File: config.mk
export PLATFORM = sky130hd
export DESIGN_NAME = drive_mode_arbiter
export DESIGN_NICKNAME = d
export VERILOG_FILES = /design/src/rtl/drive_mode_arbiter.sv
export SDC_FILE = /design/constraint.sdc
export NUM_CORES = 1
export LEC_CHECK = 0
export BUFFER_PORTS_ARGS = -buffer_cell sky130_fd_sc_hd__clkbuf_2
export CAP_MARGIN = 30
export CORE_MARGIN = 5
export CORE_UTILIZATION = 45
export DETAILED_ROUTE_END_ITERATION = 10
export HOLD_SLACK_MARGIN = 0.05
export SYNTH_ARGS = -nofsm -noshare
export SYNTH_HDL_FRONTEND = slang
export SYNTH_SLANG_ARGS = --single-unit
export TNS_END_PERCENT = 5
File: constraint.sdc
create_clock -name clk -period 4.7 [get_ports clk]
set_input_delay 0.94 -clock clk [delete_from_list [all_inputs] [get_ports clk]]
set_output_delay 0.94 -clock clk [all_outputs]
set_load 0.005 [all_outputs]
File: src/rtl/drive_mode_arbiter.sv
// Drive-mode arbiter: grants one of three motion controllers access to the drive
// stage and inserts a fixed drain/settle window whenever the granted mode changes.
//
//   state   | meaning
//   S_OFF   | powered down, no grants, drive stage idle
//   S_RUN   | active_mode controller granted, its motion vector forwarded
//   S_DRAIN | mode change in progress, everything held at zero for SETTLE_CYC cycles
module drive_mode_arbiter #(
  parameter int unsigned SETTLE_CYC = 32'd100000000
) (
  input  logic       clk,
  input  logic       rst,
  input  logic       power_btn,
  input  logic       mode_req,
  input  logic [1:0] mode_sel,
  input  logic [3:0] man_mv,
  input  logic [3:0] semi_mv,
  input  logic [3:0] auto_mv,
  output logic       manual_enable,
  output logic       semi_auto_enable,
  output logic       auto_enable,
  output logic [3:0] mv_out,
  output logic [1:0] active_mode,
  output logic       busy,
  output logic       err
);

  typedef enum logic [1:0] {
    S_OFF   = 2'b00,
    S_RUN   = 2'b01,
    S_DRAIN = 2'b10
  } state_t;

  localparam logic [31:0] SETTLE_LAST = 32'(SETTLE_CYC - 1);

  state_t      state;
  logic        pwr_q;
  logic        mode_q;
  logic        pwr_armed;
  logic [1:0]  pending_mode;
  logic [31:0] cnt;

  logic        pwr_edge;
  logic        mode_edge;
  logic        mode_ok;
  logic [3:0]  sel_mv;
  logic [3:0]  clean_mv;

  // pwr_armed blocks a button already held high across reset release from
  // being taken as a fresh press.
  always_comb begin
    pwr_edge  = power_btn & ~pwr_q & pwr_armed;
    mode_edge = mode_req & ~mode_q;
    mode_ok   = (mode_sel != 2'b11) && (mode_sel != active_mode);
  end

  always_comb begin
    sel_mv = 4'b0000;
    case (active_mode)
      2'b00:   sel_mv = man_mv;
      2'b01:   sel_mv = semi_mv;
      2'b10:   sel_mv = auto_mv;
      default: sel_mv = 4'b0000;
    endcase
    // Contradictory axis requests cancel out rather than picking a winner.
    clean_mv = sel_mv & ~{{2{&sel_mv[3:2]}}, {2{&sel_mv[1:0]}}};
  end

  always_ff @(posedge clk or negedge rst) begin
    if (!rst) begin
      state        <= S_OFF;
      pwr_q        <= 1'b0;
      mode_q       <= 1'b0;
      pwr_armed    <= 1'b0;
      pending_mode <= 2'b00;
      active_mode  <= 2'b00;
      cnt          <= 32'd0;
      mv_out       <= 4'b0000;
      err          <= 1'b0;
    end else begin
      pwr_q  <= power_btn;
      mode_q <= mode_req;
      if (!power_btn) pwr_armed <= 1'b1;

      mv_out <= 4'b0000;
      err    <= 1'b0;

      case (state)
        S_OFF: begin
          if (pwr_edge) begin
            state       <= S_RUN;
            active_mode <= 2'b00;
          end
        end
        S_RUN: begin
          if (pwr_edge) begin
            state <= S_OFF;
          end else if (mode_edge && mode_ok) begin
            state        <= S_DRAIN;
            pending_mode <= mode_sel;
            cnt          <= 32'd0;
          end else begin
            mv_out <= clean_mv;
            err    <= mode_edge && (mode_sel == 2'b11);
          end
        end
        S_DRAIN: begin
          if (pwr_edge) begin
            state <= S_OFF;
          end else begin
            err <= mode_edge;
            cnt <= cnt + 32'd1;
            if (cnt == SETTLE_LAST) begin
              state       <= S_RUN;
              active_mode <= pending_mode;
            end
          end
        end
        default: state <= S_OFF;
      endcase
    end
  end

  assign manual_enable    = (state == S_RUN) && (active_mode == 2'b00);
  assign semi_auto_enable = (state == S_RUN) && (active_mode == 2'b01);
  assign auto_enable      = (state == S_RUN) && (active_mode == 2'b10);
  assign busy             = (state == S_DRAIN);

endmodule

==> metrics.md <==
| Metric | Value |
|---|---|
| Status | finished, final reports clean |
| Slew Limit Fails | 0 |
| Max Cap Viol | 0 |
| Synth Flop Type | dfrtp_1 |
| Fraction of layout cells with a size suffix above 1 | 16.4% |
| CTS sink count | 46 |
| Reg2reg setup slack | 2020 ps |
| First-pass GRT wire length | about 11000 µm |
| Initial DRC count | 107 |
| Vias in the first global route | between 2000 and 2500 |
| GP Congestion | 0.823 |
| Critical path launch point | state[0] |
| Routed len/inst | around 16 µm |
| PD cells | around 320 mW/mm² |
| CTS Hold Buffers Added | 0 |
| Via count | between 2000 and 2500 |
| H-tree Lvls | 2 |
| Startpoint types | flop |
| Relative slew slack | approximately half |
| Top cells by count, synth | dfrtp_1 (46), a21oi_1 (26), nand2_1 (18), nand3_1 (17), or4_1 (17) |
| Worst Path Required | roughly 4900 ps |
| Pre-antenna DRT Iters | 4 |
| CTS root buf | clkbuf_8 |
| Clk_lat worst skew | roughly 300 ps |
| Largest stage delay, worst path | approximately 660 ps |
| Worst-path clk slew | around 80 ps |
| N_diodes | 0 |
| Slowest-stage cell, CP | ha_1 |
| Crit Reg-Reg Endpoint | cnt[9] |
| ANT nets after route | 0 |
| Critical Path Sink Type | flop |
| Achievable clock frequency | ~370 MHz |
| LEAKAGE | approximately 1.2 nW |
| CTS max path bufs | 2 |
| WHS | approximately 500 ps |
| Met2 routed wirelength | ~3100 µm |
| Syn Area/Cell | about 9 µm² |
| CP Class | flop to flop |
| TritonCTS Buffers | 5 |
| Fin Clk Skew | between 9 and 10 ps |
| CP cell instances | inv_1 > ha_1 > or2_2 > o31ai_4 > buf_8 > or4_1 > a32o_1 |
| Post-synth EDFFs | 0 |
| Syn Inst Count | about 300 |
| Initial Util | between 40% and 50% |
| DRC Markers | 0 |
| Final setup vio count | 0 |
| Initial antenna violation count | 0 |
| Total GRT Usage | between 10% and 20% |
| Die area | 0.00780 mm² |
| CP Data Arrival Time | approximately 2900 ps |
| Yosys cell types | 51 |
| Hold/Removal Path Class | flop to flop |
| Least-Margin Pin Slew | roughly 760 ps |
| Yosys warns | 0 |
| Crit path max fanout | 22 |
| Fin. Hold Viols | 0 |
| Pin count of the biggest net entering global routing | 47 |
| Dpl hpwl | 4410 µm |
| Core area | around 0.0060 mm² |
| Routed met3 length | 165 µm |
| Post-CTS setup buffer count | 0 |
| Worst-case reg-to-reg path depth | 7 |
| CTS tree | yes |
| Worst R2R Start | state[0] |
| Top post-synthesis cells by area | dfrtp_1 (42%), a21oi_1 (4.7%), or4_1 (4.6%) |
| Number of filler cells placed in the layout | ~560 |
| Ports | 29 |
| Critical Path Sink | cnt[9] |
| Remaining Overflow, GRT | 0 |
| Site Rows | 28 |
| #FFs+latches synth | 46 |
| Synthesized net count | 324 |
| Via density | about 6.0 |
| Tmin final | between 2000 and 3000 ps |
| Top sig layer | met4 |
| RSZ-0062 raised after global routing | false |
| Leading area contributor after synthesis | dfrtp_1 |
| Worst vdd ir | 187 µV |
| Fin crit share | 57.0% |
| Drt total wl | about 6400 µm |
| Post-synth top area share | about two fifths |
| Post-CTS sizing | 0 |
| FFs w/ async S/R, synth | 100% |
| Layout area overhead | 11.7% |
| Fin Setup TNS | 0 ps |
| Cell area after synthesis | about 0.0028 mm² |
| DIE WIDTH | between 80 and 90 µm |
| Count leader, synth | dfrtp_1 |
| PortBufs | 28 |
| Seq/Total Area, Yosys | a little over two fifths |
| M1 WL | roughly 3000 µm |
| Nets | 345 |
| Die height | ~90 µm |
## worst min path at each step
stage | from | end | slack, ps | cells after the start
after global routing | pwr_armed | pwr_armed | 530 | 1
after global placement | pwr_armed | pwr_armed | 470 | 1
after detailed placement | pwr_armed | pwr_armed | 470 | 1
after CTS | pwr_armed | pwr_armed | 500 | 1
final | pwr_armed | pwr_armed | 500 | 1
after floorplan | pwr_armed | pwr_armed | 450 | 1
## through the flow
step	cells	instance area [µm²]	worst slack [ps]	total power [mW]	utilization [%]
final	398	3080	2020	0.994	51.7
after global routing	398	3080	1870	1.06	51.7
after CTS	398	3080	2020	1.01	51.7
after detailed placement	390	2980	1780	0.712	50.0
after global placement	389	2960	1840	0.696	49.7
after floorplan	301	2760	2220	0.618	-
## power breakdown
group	total, mW	leakage [nW]	internal (mW)	switching [mW]
Combinational	0.239	0.526	0.0847	0.155
Clock	0.289	0.0524	0.159	0.130
Sequential	0.466	0.614	0.430	0.0358
Total	0.994	1.19	0.674	0.321
## state kept, by name, summed over array words and instances, names as in the netlist
| signal | count |
|---|---|
| cnt | 32 |
| mv_out | 4 |
| active_mode | 2 |
| pending_mode | 2 |
| state | 2 |
| err | 1 |
| mode_q | 1 |
| pwr_armed | 1 |
| pwr_q | 1 |
## layer usage
layer | GRT usage, % | vias to the layer above
li1 | - | 1190
met1 | 23.5 | 1146
met2 | 28.8 | 31
met3 | 3.72 | 8
met4 | 5.36 | 0
met5 | 0 | -
## layout make-up
cell class	instances	area, µm²	area share, %
Clock inverter	1	30.0	0.974
Clock buffer	7	76.3	2.48
Timing Repair Buffer	32	178	5.77
Multi-Input combinational cell	225	1510	48.9
Inverter	12	45.0	1.46
Sequential cell	46	1150	37.4
Tap cell	75	93.8	3.05
## critical path, delay by kind of cell, from the launching register on
family / cells / cell delay, ps
adders and majority gates: 1 / 660
DFF: 1 / 420
and+or+nand+nor: 2 / 770
AOI/OAI and AO/OA: 2 / 410
buffers and inverters: 2 / 310
## cells by family (layout without fill, tap and decap cells)
| group | Yosys count | in the layout | share of synthesized area, % |
|---|---|---|---|
| adders and majority gates | 5 | 5 | 2.27 |
| muxes | 9 | 9 | 3.40 |
| buffers and inverters | 30 | 52 | 4.44 |
| and+or+nand+nor | 126 | 126 | 28.5 |
| xor gates and xnor gates | 2 | 2 | 0.635 |
| AOI/OAI and AO/OA | 83 | 83 | 19.1 |
| DFF | 46 | 46 | 41.7 |
## layout by cell type (no fill, tap or decap), types with 2 or more instances in the layout
cell	Yosys	layout
dfrtp_1	46	46
clkbuf_2	0	28
a21oi_1	26	26
nand2_1	18	18
nand3_1	17	17
or4_1	17	17
o31ai_1	16	15
o21ai_0	14	14
inv_1	12	12
nor2_1	12	12
nand4_1	11	11
or3_1	8	8
nor3b_1	6	6
mux2i_1	6	6
a211oi_1	6	6
nand3b_1	5	5
ha_1	5	5
clkbuf_8	0	5
nor2b_1	4	4
nor4_2	4	4
nand2b_1	4	4
a31oi_1	3	3
nor3_1	3	3
mux2_2	3	3
nor4b_1	3	3
buf_4	1	3
o21ai_1	2	2
a211o_1	2	2
and2_1	2	2
o21a_1	2	2
or2_2	2	2
and4_1	2	2
o221ai_1	2	2
nor4_1	2	2
o21bai_1	2	2
clkbuf_1	10	2
No activity file was read; power rests on OpenSTA's default activity.
